<file path="config.mk">
export PLATFORM = sky130hd
export DESIGN_NAME = reg_bank_arbiter
export DESIGN_NICKNAME = d
export VERILOG_FILES = /design/src/rtl/reg_bank_arbiter.sv
export SDC_FILE = /design/constraint.sdc
export NUM_CORES = 1
export LEC_CHECK = 0
export CAP_MARGIN = 20
export CORE_MARGIN = 2
export CORE_UTILIZATION = 50
export CTS_BUF_LIST = sky130_fd_sc_hd__clkbuf_8
export CTS_CLUSTER_DIAMETER = 100
export CTS_CLUSTER_SIZE = 12
export DETAILED_ROUTE_END_ITERATION = 8
export GPL_TIMING_DRIVEN = 0
export PLACE_DENSITY_LB_ADDON = 0.2
export SYNTH_ARGS = -nofsm -noshare
export SYNTH_HDL_FRONTEND = slang
export SYNTH_SLANG_ARGS = --single-unit
</file>
<file path="constraint.sdc">
create_clock -name clock -period 1.63 [get_ports clock]
set_clock_uncertainty 0.2 [all_clocks]
set_input_delay 0.163 -clock clock [delete_from_list [all_inputs] [get_ports clock]]
set_output_delay 0.163 -clock clock [all_outputs]
set_load 0.005 [all_outputs]
</file>
<file path="src/rtl/reg_bank_arbiter.sv">
// Round-robin arbiter that shares one 2^AW x WIDTH register bank between two requesters.
// Define REG_BANK_ARBITER_PARITY_EN to add per-entry even parity with par_inj / perr.
//   state | meaning
//   IDLE  | no owner; arbitrate and capture winner's request on req
//   BUSY  | winner owns bank; access happens at the edge leaving this state
//   ACK   | winner owns bank; ack pulse of the winner is high
module reg_bank_arbiter #(
  parameter int WIDTH = 8,
  parameter int AW    = 2
) (
  input  logic             clock,
  input  logic             clear,
  input  logic             req0,
  input  logic             wr0,
  input  logic [AW-1:0]    addr0,
  input  logic [WIDTH-1:0] wdata0,
  input  logic             req1,
  input  logic             wr1,
  input  logic [AW-1:0]    addr1,
  input  logic [WIDTH-1:0] wdata1,
  output logic             gnt0,
  output logic             gnt1,
  output logic             ack0,
  output logic             ack1,
  output logic [WIDTH-1:0] rdata,
  output logic             busy
`ifdef REG_BANK_ARBITER_PARITY_EN
  ,
  input  logic             par_inj,
  output logic             perr
`endif
);

  localparam int DEPTH = 1 << AW;

  typedef enum logic [1:0] {
    ST_IDLE = 2'd0,
    ST_BUSY = 2'd1,
    ST_ACK  = 2'd2
  } state_t;

  state_t           state_q, state_d;
  logic             win_q, win_d;
  logic             last_q, last_d;
  logic             wr_q, wr_d;
  logic [AW-1:0]    addr_q, addr_d;
  logic [WIDTH-1:0] wdata_q, wdata_d;
  logic [WIDTH-1:0] rdata_q;
  logic [WIDTH-1:0] bank_q [DEPTH];
  logic             pick;

  // Tie goes to whoever did not win last; otherwise the lone requester wins.
  assign pick = (req0 && req1) ? ~last_q : req1;

`ifdef REG_BANK_ARBITER_PARITY_EN
  logic             inj_q, inj_d;
  logic             par_q [DEPTH];
  logic             perr_q;
`endif

  always_comb begin
    state_d = state_q;
    win_d   = win_q;
    last_d  = last_q;
    wr_d    = wr_q;
    addr_d  = addr_q;
    wdata_d = wdata_q;
`ifdef REG_BANK_ARBITER_PARITY_EN
    inj_d   = inj_q;
`endif
    case (state_q)
      ST_IDLE: begin
        if (req0 || req1) begin
          state_d = ST_BUSY;
          win_d   = pick;
          last_d  = pick;
          wr_d    = pick ? wr1    : wr0;
          addr_d  = pick ? addr1  : addr0;
          wdata_d = pick ? wdata1 : wdata0;
`ifdef REG_BANK_ARBITER_PARITY_EN
          inj_d   = par_inj;
`endif
        end
      end
      ST_BUSY: state_d = ST_ACK;
      ST_ACK:  state_d = ST_IDLE;
      default: state_d = ST_IDLE;
    endcase
  end

  always_ff @(posedge clock or negedge clear) begin
    if (!clear) begin
      state_q <= ST_IDLE;
      win_q   <= 1'b0;
      last_q  <= 1'b1;
      wr_q    <= 1'b0;
      addr_q  <= '0;
      wdata_q <= '0;
`ifdef REG_BANK_ARBITER_PARITY_EN
      inj_q   <= 1'b0;
`endif
    end else begin
      state_q <= state_d;
      win_q   <= win_d;
      last_q  <= last_d;
      wr_q    <= wr_d;
      addr_q  <= addr_d;
      wdata_q <= wdata_d;
`ifdef REG_BANK_ARBITER_PARITY_EN
      inj_q   <= inj_d;
`endif
    end
  end

  // Storage and read data update on the edge that leaves BUSY.
  always_ff @(posedge clock or negedge clear) begin
    if (!clear) begin
      for (int i = 0; i < DEPTH; i++) begin
        bank_q[i] <= '0;
      end
      rdata_q <= '0;
    end else if (state_q == ST_BUSY) begin
      if (wr_q) begin
        bank_q[addr_q] <= wdata_q;
      end else begin
        rdata_q <= bank_q[addr_q];
      end
    end
  end

`ifdef REG_BANK_ARBITER_PARITY_EN
  // Stored bit makes data+parity even; injection flips it to model a corrupted entry.
  always_ff @(posedge clock or negedge clear) begin
    if (!clear) begin
      for (int i = 0; i < DEPTH; i++) begin
        par_q[i] <= 1'b0;
      end
      perr_q <= 1'b0;
    end else if (state_q == ST_BUSY) begin
      if (wr_q) begin
        par_q[addr_q] <= (^wdata_q) ^ inj_q;
        perr_q        <= 1'b0;
      end else begin
        perr_q        <= (^bank_q[addr_q]) ^ par_q[addr_q];
      end
    end
  end

  assign perr = perr_q;
`endif

  assign busy  = (state_q != ST_IDLE);
  assign gnt0  = busy && !win_q;
  assign gnt1  = busy && win_q;
  assign ack0  = (state_q == ST_ACK) && !win_q;
  assign ack1  = (state_q == ST_ACK) && win_q;
  assign rdata = rdata_q;

endmodule

</file>
[Word-level counts from Yosys, hierarchy flattened]
Index checks and enable logic that the tools add are counted.
Storage, ports and cells
  register bits after elaboration: 55
  input bits: 26
  output and inout bits: 13
  word-level logic and storage cells: 44
Operators by class
  $lt $le $gt $ge: 2
  eq/ne operators: 3
  multiplexer cells: 12
  bitwise logic cells: 3
  reduce and logical (&&, ||, !) cells: 13
Operator list (number)
  bitwise mux 32 bit: 1
  2-to-1 mux 8 bit: 4
  binary-select mux 8 bit (select 2 bit): 1
  demux 8 bit (select 2 bit): 1
  logical AND 1 bit: 6
  AND reduction 2 bit: 3
  2-to-1 mux 2 bit: 2
  one-hot mux 2 bit (2 select lines): 1
  >= comparator 3 bit (second input constant): 1
  < comparator 3 x 1 -> 1 bit (second input constant): 1
  inverter 2 -> 3 bit: 1
  == test 2 x 1 -> 1 bit (second input constant): 1
  == test 2 bit (second input constant): 1
  zero test 2 bit: 1
  2-to-1 mux 1 bit: 2
  != test 2 bit (second input constant): 1
  inverter 1 bit: 2
  nonzero test 2 bit: 1
  zero test 1 bit: 1
  logical OR 1 bit: 1

[Depth between registers and ports, before layout]
  depth after elaboration: 6
  mapped depth: 5
  gate-level depth less buffers: 3

[Worst setup path before layout]
OpenSTA, ideal clock, no wires.
  path kind: reg-to-reg
  start point: register last_q
  end point: register addr_q[0]
  setup time: 0.125 ns
  arrival time: 1.449 ns
  data required time: 1.305 ns
  path slack: -0.144 ns
  stages on the path, launching flop included: 5
  buffers on the path: 1
  clock period less this slack: 1.774 ns
  cells stage by stage: dfstp_2 a21bo_2 buf_2 mux2_2 mux2_2
On the way
  longest elaborated chain between the ends: 3
RTL lines
  start: declaration: RTL line 44  | logic last_q, last_d;
  start signal: assignment: RTL line 105  | last_q <= last_d;
  inverter 1 bit: RTL line 53  | assign pick = (req0 && req1) ? ~last_q : req1;
  2-to-1 mux 1 bit: RTL line 53
  2-to-1 mux 2 bit: RTL line 78  | addr_d = pick ? addr1 : addr0;
  end signal: assignment: RTL line 107  | addr_q <= addr_d;
  end: declaration: RTL line 46  | logic [AW-1:0] addr_q, addr_d;
No other way between the ends.
A chain may end at the register's enable or synchronous reset.

[Worst setup path in the final report]
  start point: register state_q[1]
  end point: register bank_q[25] (netlist bit)
On the way
  longest elaborated chain between the ends: 2
RTL lines
  start: declaration: RTL line 42  | state_t state_q, state_d;
  start signal: assignment: RTL line 103  | state_q <= state_d;
  == test 2 x 1 -> 1 bit: RTL line 122  | end else if (state_q == ST_BUSY) begin
  AND reduction 2 bit (no line)
  end signal: indexed assignment: RTL line 124  | bank_q[addr_q] <= wdata_q;
  end: declaration: RTL line 49  | logic [WIDTH-1:0] bank_q [DEPTH];
No other way between the ends.

==> flow_metrics.py <==
metrics = {
    "run_status": {
        "status": "finished, violations left",
        "violations": "negative setup slack",
    },
    "clocking": {
        "tritoncts": "done",
        "cts-root-buf": "clkbuf_8",
        "numCtsBuffers": 5,
        "clk_pin_slew_ns": 0.10,
        "clock_sinks": 55,
        "clk_latency_ns": 0.30,
        "max-clock-path-buffers": 2,
        "htreeDepth": 2,
    },
    "synthesis": {
        "syn_nets": 176,
        "synth.top_cell.area_share_pct": 55.4,
        "synth_flop_cell": "dfrtp_1",
        "yosys_warnings": 0,
        "synth_edf_count": 0,
        "synthesis.area_um2": 2440,
        "ys_types": 18,
        "synth.largest_area_cell": "dfrtp_1",
        "synth-seq-area-share_pct": 56.5,
        "synthTopCellsByArea": "dfrtp_1 55%, mux2_2 28%, mux4_2 7.4%",
        "synthCells": 150,
        "syn_avg_cell_area_um2": 16.3,
        "async_flop_share_pct": 100,
        "ys_ff_latch": 55,
    },
    "sta": {
        "tightest_slew_ns": 0.381,
        "finalSetupTns_ns": -5.57,
        "setup_viol": 47,
        "post-route-min-period_ns": 1.82,
        "slew_headroom_pct": 74.6,
        "hold_viol": 0,
        "fmax_mhz": 550,
        "min_period_over_period_pct": 112,
        "rsz0062_at_grt": "yes",
        "worst_slack_ns": -0.190,
        "slew_violations": 0,
    },
    "critical_path": {
        "crit_path_max_incr_delay_ns": 0.42,
        "crit_buf_inv": 2,
        "crit_required_ns": 1.61,
        "critPathKind": "flop to flop",
        "end_kind": "flop",
        "critPathLaunchType": "flop",
        "arrival_ns": 1.80,
        "slowest_stage": "dfrtp_1",
        "path_max_fanout": 8,
        "crit_chain": "and2b_1 > buf_6 > nor4b_4 > buf_12 > mux2_4",
        "critPathTopFamily": "simple AND/OR/NAND/NOR gates",
    },
    "placed_design": {
        "placed_cell_area_um2": 3020,
        "place.gp.congestion": 0.801,
        "place_worst_setup_slack_ns": -0.392,
        "port_buffers": 38,
        "dp_hpwl_um": 3320,
    },
    "drt": {
        "drc": 0,
        "routed_wl_um": 5170,
        "vias_per_cell": 5.36,
        "ant_nets": 0,
        "vias": 1490,
        "dr.pass1.iters": 4,
        "drt_iter0_markers": 87,
        "wire_per_inst_um": 18.6,
    },
    "global_route": {
        "grt_pass1_wl_um": 8510,
        "first_global_vias": 1661,
        "grt_max_degree": 41,
        "grt-ovfl-total": 0,
        "antenna_found_initial": 0,
        "grt_util_all_layers_pct": 21.4,
    },
    "floorplanning": {
        "io_pins": 39,
        "rows": 25,
        "die_area_um2": 5450,
        "coreArea_um2": 4720,
        "fp.dieH_um": 73.9,
        "die_w_um": 73.9,
        "start_util_pct": 51.7,
    },
    "power": {
        "vdd_drop_max_mv": 1.01,
        "p_leak_nw": 1.54,
        "powerDensity_nw_per_um2": 1840,
    },
    "layout": {
        "layout_common_cells": "52 x dfrtp_1, 37 x mux2_4, 35 x clkdlybuf4s50_1",
        "final_area_um2": 3390,
        "fin_util_pct": 71.9,
        "drive_gt1_share_pct": 50.7,
        "nets": 236,
        "final_common_cell": "dfrtp_1",
        "area_growth_pct": 39.1,
        "antennaDiodeCount": 0,
    },
    "flow_run": {
        "maxCapViolCount": 0,
    },
    "worst_hold_path": {
        "hp-class": "input port to asynchronous set/reset pin",
    },
}
==> flip-flops by register name, summed over array words and instances, names as in the netlist <==
register,cells
wdata_q,8
last_q,1
state_q,2
rdata,8
bank_q,32
wr_q,1
addr_q,2
win_q,1
==> Yosys cell counts (2+ instances only) <==
library cell  instances
buf_2                 4
mux2_2               60
buf_4                 2
mux2i_1               4
nor2_1                3
dfrtp_1              54
inv_1                 4
mux4_2                8
nor3b_1               2
==> kinds of logic after synthesis <==
group	share of synthesized area [%]
compound gates	0.718
buf+inv	2.05
flops	56.5
mux	36.7
simple gates	4.05
==> routing by layer <==
metal	wire, µm	vias up	GRT usage, %
met3	187	4	4.80
met1	2260	776	27.4
met5	0	-	0
li1	-	673	-
met4	40	0	6.06
met2	2680	37	36.3
==> area by class of cell <==
class / instances / area (µm²)
Tap cell: 67 / 83.8
Sequential cell: 55 / 1380
Clock buffer: 5 / 68.8
Inverter: 4 / 15.0
Multi-Input combinational cell: 85 / 1200
Timing Repair Buffer: 53 / 553
Buffer: 6 / 81.3
Clock inverter: 3 / 16.3
Fill cell: 303 / 1330
==> report_power, final <==
part	switching (mW)	internal [mW]	leakage, nW
Sequential	0.524	2.06	0.665
Combinational	0.968	1.98	0.834
Clock	0.428	0.295	0.0453
Total	1.92	4.33	1.54
==> stage by stage <==
step                power (mW)  hold WS (ns)  cells
floorplan                 4.16        -0.333    150
global placement          4.85         0.264    255
detailed placement        5.02        -0.102    256
CTS                       6.17         0.101    274
global route              6.62         0.120    278
finish                    6.25         0.102    278
==> worst register-to-register path, delay by kind of cell (launching register included) <==
kind,cells,cell delay [ns]
AND/OR/NAND/NOR,2,0.46
flip-flops,1,0.42
buffers and inverters,2,0.31
multiplexers,1,0.31
==> path summary, 6_finish.rpt <==
| kind | from | endpoint | slack [ns] | cells after the start |
|---|---|---|---|---|
| max | state_q[1] | bank_q[25] | -0.19 | 5 |
| min | clear | rdata[5] | 0.10 | 2 |
| max reg2reg | state_q[1] | bank_q[25] | -0.19 | 5 |
| min reg2reg | last_q | last_q | 0.29 | 2 |
| max in group asynchronous | clear | last_q | 0.53 | 3 |
| min in group clock | last_q | last_q | 0.29 | 2 |
==> what timing repair did <==
| item | CTS | global route |
|---|---|---|
| gates resized for setup | 38 | 6 |
| pin swaps | 2 | 0 |
| setup endpoints to repair | 58 | 55 |
| hold buffers | 1 | 0 |
| gates cloned | 1 | 0 |
| setup buffers | 9 | 4 |
| endpoints found under the hold margin | 54 | 0 |
Note: power is estimated with default switching activity, not from simulation.
